$ cat config.mk
export PLATFORM = sky130hd
export DESIGN_NAME = pe_array_ctrl
export DESIGN_NICKNAME = d
export VERILOG_FILES = /design/src/rtl/pe_array_ctrl.sv
export SDC_FILE = /design/constraint.sdc
export NUM_CORES = 1
export LEC_CHECK = 0
export CAP_MARGIN = 15
export CORE_AREA = 2 2 308 310
export CTS_CLUSTER_DIAMETER = 150
export DETAILED_ROUTE_END_ITERATION = 10
export DIE_AREA = 0 0 310 312
export PLACE_DENSITY = 0.36
export SLEW_MARGIN = 40
export SYNTH_ARGS = -nofsm -noshare
export SYNTH_HDL_FRONTEND = slang
export SYNTH_SLANG_ARGS = --single-unit
$ cat constraint.sdc
create_clock -name clk -period 2.8 [get_ports clk]
set_input_delay 0.7 -clock clk [delete_from_list [all_inputs] [get_ports clk]]
set_output_delay 0.7 -clock clk [all_outputs]
set_load 0.02 [all_outputs]
$ cat src/rtl/pe_array_ctrl.sv
// Sequencer for an N x N output-stationary systolic MAC array: clears the array,
// streams k skewed operand vectors, flushes the pipeline and drains sums row by row.
module pe_array_ctrl #(
  parameter int N  = 4,
  parameter int KW = 8
) (
  input  logic                 clk,
  input  logic                 rst,
  input  logic                 start,
  input  logic [KW-1:0]        k_len,
  output logic                 busy,
  output logic                 done,
  output logic                 buf_rd_en,
  output logic [KW-1:0]        buf_rd_addr,
  input  logic [8*N-1:0]       buf_data,
  input  logic [8*N-1:0]       buf_weight,
  output logic                 arr_rst_n,
  output logic                 arr_en,
  output logic [8*N-1:0]       arr_data,
  output logic [8*N-1:0]       arr_weight,
  input  logic [32*N*N-1:0]    arr_sum,
  output logic                 res_valid,
  input  logic                 res_ready,
  output logic [$clog2(N)-1:0] res_row,
  output logic [32*N-1:0]      res_data
);

  localparam int RW = $clog2(N);
  localparam int CW = (KW > $clog2(2*N)) ? KW : $clog2(2*N);

  typedef enum logic [2:0] {
    S_IDLE,
    S_CLEAR,
    S_FEED,
    S_FLUSH,
    S_DRAIN
  } state_e;

  state_e          state_q, state_d;
  logic [CW-1:0]   cnt_q, cnt_d;
  logic [KW-1:0]   k_q, k_d;
  logic [RW-1:0]   row_q, row_d;
  logic            done_q, done_d;
  logic            vld_q;
  logic [8*N-1:0]  d_in, w_in;

  // NOTE: sequential state uses non-blocking assignments so every register
  // samples pre-edge values regardless of process evaluation order.
  always_ff @(posedge clk) begin
    if (rst) begin
      state_q <= S_IDLE;
      cnt_q   <= '0;
      k_q     <= '0;
      row_q   <= '0;
      done_q  <= 1'b0;
      vld_q   <= 1'b0;
    end else begin
      state_q <= state_d;
      cnt_q   <= cnt_d;
      k_q     <= k_d;
      row_q   <= row_d;
      done_q  <= done_d;
      vld_q   <= (state_q == S_FEED);
    end
  end

  // NOTE: every variable gets a default before the case so no path leaves one
  // unassigned, which would otherwise infer a latch.
  always_comb begin
    state_d = state_q;
    cnt_d   = cnt_q;
    k_d     = k_q;
    row_d   = row_q;
    done_d  = 1'b0;
    unique case (state_q)
      S_IDLE: begin
        // The done cycle is already IDLE, but a start there is deliberately dropped.
        if (start && !done_q) begin
          state_d = S_CLEAR;
          k_d     = k_len;
        end
      end
      S_CLEAR: begin
        cnt_d   = '0;
        state_d = (k_q == '0) ? S_DRAIN : S_FEED;
      end
      S_FEED: begin
        if (cnt_q == CW'(k_q) - CW'(1)) begin
          cnt_d   = '0;
          state_d = S_FLUSH;
        end else begin
          cnt_d = cnt_q + CW'(1);
        end
      end
      S_FLUSH: begin
        if (cnt_q == CW'(2*N-2)) begin
          cnt_d   = '0;
          row_d   = '0;
          state_d = S_DRAIN;
        end else begin
          cnt_d = cnt_q + CW'(1);
        end
      end
      S_DRAIN: begin
        if (res_ready) begin
          if (row_q == RW'(N-1)) begin
            row_d   = '0;
            done_d  = 1'b1;
            state_d = S_IDLE;
          end else begin
            row_d = row_q + RW'(1);
          end
        end
      end
      default: state_d = S_IDLE;
    endcase
  end

  // Read data lands one cycle after the strobe; outside that window the edge sees zeros.
  assign d_in = vld_q ? buf_data   : '0;
  assign w_in = vld_q ? buf_weight : '0;

  assign arr_data[7:0]   = d_in[7:0];
  assign arr_weight[7:0] = w_in[7:0];

  for (genvar i = 1; i < N; i++) begin : g_skew
    logic [7:0] d_sr_q [i];
    logic [7:0] w_sr_q [i];

    // NOTE: the skew register arrays are reset because their contents reach the
    // array edge directly; a stale operand after an abort would pollute the next run.
    always_ff @(posedge clk) begin
      if (rst) begin
        for (int s = 0; s < i; s++) begin
          d_sr_q[s] <= '0;
          w_sr_q[s] <= '0;
        end
      end else begin
        d_sr_q[0] <= d_in[8*i +: 8];
        w_sr_q[0] <= w_in[8*i +: 8];
        for (int s = 1; s < i; s++) begin
          d_sr_q[s] <= d_sr_q[s-1];
          w_sr_q[s] <= w_sr_q[s-1];
        end
      end
    end

    assign arr_data[8*i +: 8]   = d_sr_q[i-1];
    assign arr_weight[8*i +: 8] = w_sr_q[i-1];
  end

  always_comb begin
    res_data = '0;
    if (state_q == S_DRAIN) begin
      for (int j = 0; j < N; j++) begin
        res_data[32*j +: 32] = arr_sum[32*(int'(row_q)*N + j) +: 32];
      end
    end
  end

  assign busy        = (state_q != S_IDLE);
  assign done        = done_q;
  assign buf_rd_en   = (state_q == S_FEED);
  assign buf_rd_addr = (state_q == S_FEED) ? cnt_q[KW-1:0] : '0;
  // Enable starts one cycle after the first read, when operand 0 reaches the edge.
  assign arr_en      = ((state_q == S_FEED) && (cnt_q != '0)) || (state_q == S_FLUSH);
  assign arr_rst_n   = !rst && (state_q != S_CLEAR);
  assign res_valid   = (state_q == S_DRAIN);
  assign res_row     = row_q;

endmodule

==> metrics <==
RSZ-0062 raised after global routing=true; ys async rst share=0%; hold path depth=1; initial antenna violation count=23; cells after synthesis=approximately 750; Reg2Reg Depth=8; Cell Pwr Density=around 350 nW/um^2; Final setup viols=84; Bufs on Longest Clock Path=2; max cap viols=0; Clk Latency, worst-skew pair=roughly 0.42 ns; DRT Pass-1 Iters=4; IO buf count=795; Main synth FF type=dfxtp_1; Hold Path End=g_skew[3].w_sr_q[0][9]; CTS tree=yes; # nets final=2,143; Worst-Margin Slew=0.5005 ns; status=finished, violations left; placed cell areas=approximately 18,000 sq um; Starting Density=under 10%; critical path's largest stage delay=0.62 ns; Overall Global Routing Usage=14.22%; Synthesized Nets=1,343; Hold Path Origin=g_skew[3].w_sr_q[0][1]; PnR worst setup slack=-0.1799 ns; hold slack=~0.43 ns; WL per Instance=25.31 microns; Starting DRT DRC Count=just over 400; final WL=approximately 72 mm; share of layout cells above drive strength 1=33.03%; r2r setup slk=around 0.33 ns; Sinks on Clock Net=119; number of buffers created by CTS=17; Synth area leaders=mux4_2, dfxtp_1, and3_1; hold buffer count at cts=0; largest net degree at the start of global routing=48; Layout Skew=0.009762 ns; via count=between 9,000 and 10,000; Period Utilization, post-route=106.4%; r2r startpoint=k_q[0]; DRC Markers=0; Startpoint Class=flip-flop; Crit path required time=2.10 ns; # rows=approximately 110; Synthesis Warnings=0; post-DP HPWL=60.42 mm; slew margin rel.=66.51%; crit path buf inv count=5; Final Critical Period=2.980 ns; LEAKAGE=7.193 nW; critical path arrival=2.28 ns; Core Footprint=roughly 93,000 sq um; register bit count reported by yosys=between 100 and 150; CP most frequent cell=buf_12; delay-heaviest family, CP=multiplexers; dpl ws=-0.4985 ns; cell-by-cell trace of the critical path=buf_12, buf_12, buf_12, buf_6, mux4_2, and3_4, buf_8; placer congestion estimate=~0.97; DR vias/cell=~3.5; CP Capture Type=output port; post-synth top area cell=mux4_2; final hold violation count=0; met3 wire length=7.829 mm; Layout area overhead=138.5%; Die ar.=just under 100,000 sq um; total grt overflow=0; max-slew violations=0; reg2reg end=cnt_q[5]; final instance area=19,760 sq um; Die Height=312 microns; syn avg cell area=11.06 sq um; mapped cell area=between 8000 and 9000 sq um; Fmax achieved=0.3356 GHz; Max FO, Critical Path=6; maximum vdd drop=0.3934 mV; critical path's slowest cell=mux4_2; Clock Pin Slew Worst Setup and Hold Paths=0.06 ns; Met1 Wirelength=about 30 mm; chip width=roughly 310 microns; DRT antenna net count=0; Detail Route met2 WL=33.32 mm; area share of the largest cell type after synthesis=34.80%; root buffer cell=clkbuf_16; IO Pins=796; first-pass GRT wire length=94.31 mm; number of global-route vias before repair=10,650; Hold WC Path Type=reg2reg; Top Layer Used=met5; Setup CP Type=reg2out; H-tree Lvls=4; sequential element share of the synthesized area=28.76%; Synth cell types=47; number of flops mapped to enable cells by yosys=0; violated checks=negative setup slack
## sequential cells by signal, indices dropped and copies added, names as in the netlist
register	cells
done	1
g_skew.d_sr_q	48
vld_q	1
state_q	3
cnt_q	8
k_q	8
g_skew.w_sr_q	48
res_row	2
## stage by stage
stage	utilization [%]	power [mW]	instances	TNS, ns
CTS	21.10	7.048	2815	-11.78
finish	21.24	6.937	2827	-3.838
detailed placement	19.13	4.529	2742	-21.34
global placement	19.13	4.544	2742	-21.77
floorplan	-	2.727	749	0
global route	21.22	7.295	2821	-13.04
## Yosys cell counts (all sizes together) (3+ instances only)
library cell    n
nor4b           3
xnor2           4
mux4          128
nor2           23
nor2b          52
o21ai           3
clkbuf         58
mux2i           8
and2           70
nand3          11
nor3            8
dfxtp         119
buf            54
and3          131
a21oi           7
nand2          18
inv             8
xor2            7
ha              6
o211ai          3
## worst max-delay path by stage
stage	end	cells past startpoint	from	slack, ns
2_1_floorplan	res_data[19]	4	res_row[0]	0.15
3_3_place_gp	res_data[98]	4	arr_sum[98]	-0.52
3_5_place_dp	res_data[98]	4	arr_sum[98]	-0.50
4_1_cts	res_data[49]	5	res_row[0]	-0.22
5_1_grt	res_data[103]	7	res_row[0]	-0.21
6_report	res_data[103]	7	res_row[0]	-0.18
## power by group
part	leakage (nW)	internal [mW]	total, mW	switching (mW)
sequential	0.963	1.74	1.81	0.0689
clock	0.285	1.37	2.24	0.873
combinational	5.95	1.59	2.89	1.29
total	7.19	4.70	6.94	2.24
## metal layers
metal  vias up  track usage (%)
met3        56            6.333
li1       4405                -
met4        28            2.152
met5         -                0
met2       459            23.47
met1      4856            17.23
## what timing repair did
action,CTS,global route
endpoints found under the setup margin,134,120
gates resized for setup,592,79
setup buffers,37,11
gates cloned,5,0
pin swaps,22,2
## layout make-up
| type | instances | area (sq um) |
|---|---|---|
| Clock inverter | 12 | 137.6 |
| Inverter | 8 | 30.03 |
| Sequential cell | 119 | 2394 |
| Clock buffer | 20 | 456.7 |
| Antenna cell | 11 | 27.53 |
| Timing Repair Buffer | 893 | 9316 |
| Fill cell | 10150 | 73290 |
| Tap cell | 1254 | 1569 |
| Multi-Input combinational cell | 510 | 5831 |
## cells in the final DEF (no fill, tap or decap), drive strengths merged, types with 8 or more instances in the layout
master	instances
clkdlybuf4s50	650
buf	238
and3	131
mux4	128
dfxtp	119
and2	70
nor2b	52
nor2	23
clkbuf	21
nand2	18
inv	14
diode	11
nand3	11
mux2i	8
nor3	8
## cell families after synthesis
logic type / after synthesis / share of synthesized area [%]
mux: 136 / 35.76
xor+xnor: 11 / 1.163
simple gates: 330 / 23.76
flops: 119 / 28.76
buf+inv: 120 / 7.325
compound gates: 27 / 2.326
fa+ha+maj: 6 / 0.9062
## worst register-to-register path, delay by kind of cell (launching register included)
family / cells / cell delay (ns)
DFF: 1 / 0.44
buffers and inverters: 1 / 0.10
and+or+nand+nor: 2 / 0.72
AOI/OAI and AO/OA: 4 / 0.80
adders and majority gates: 1 / 0.25
Note: power is estimated with default switching activity, not from simulation.
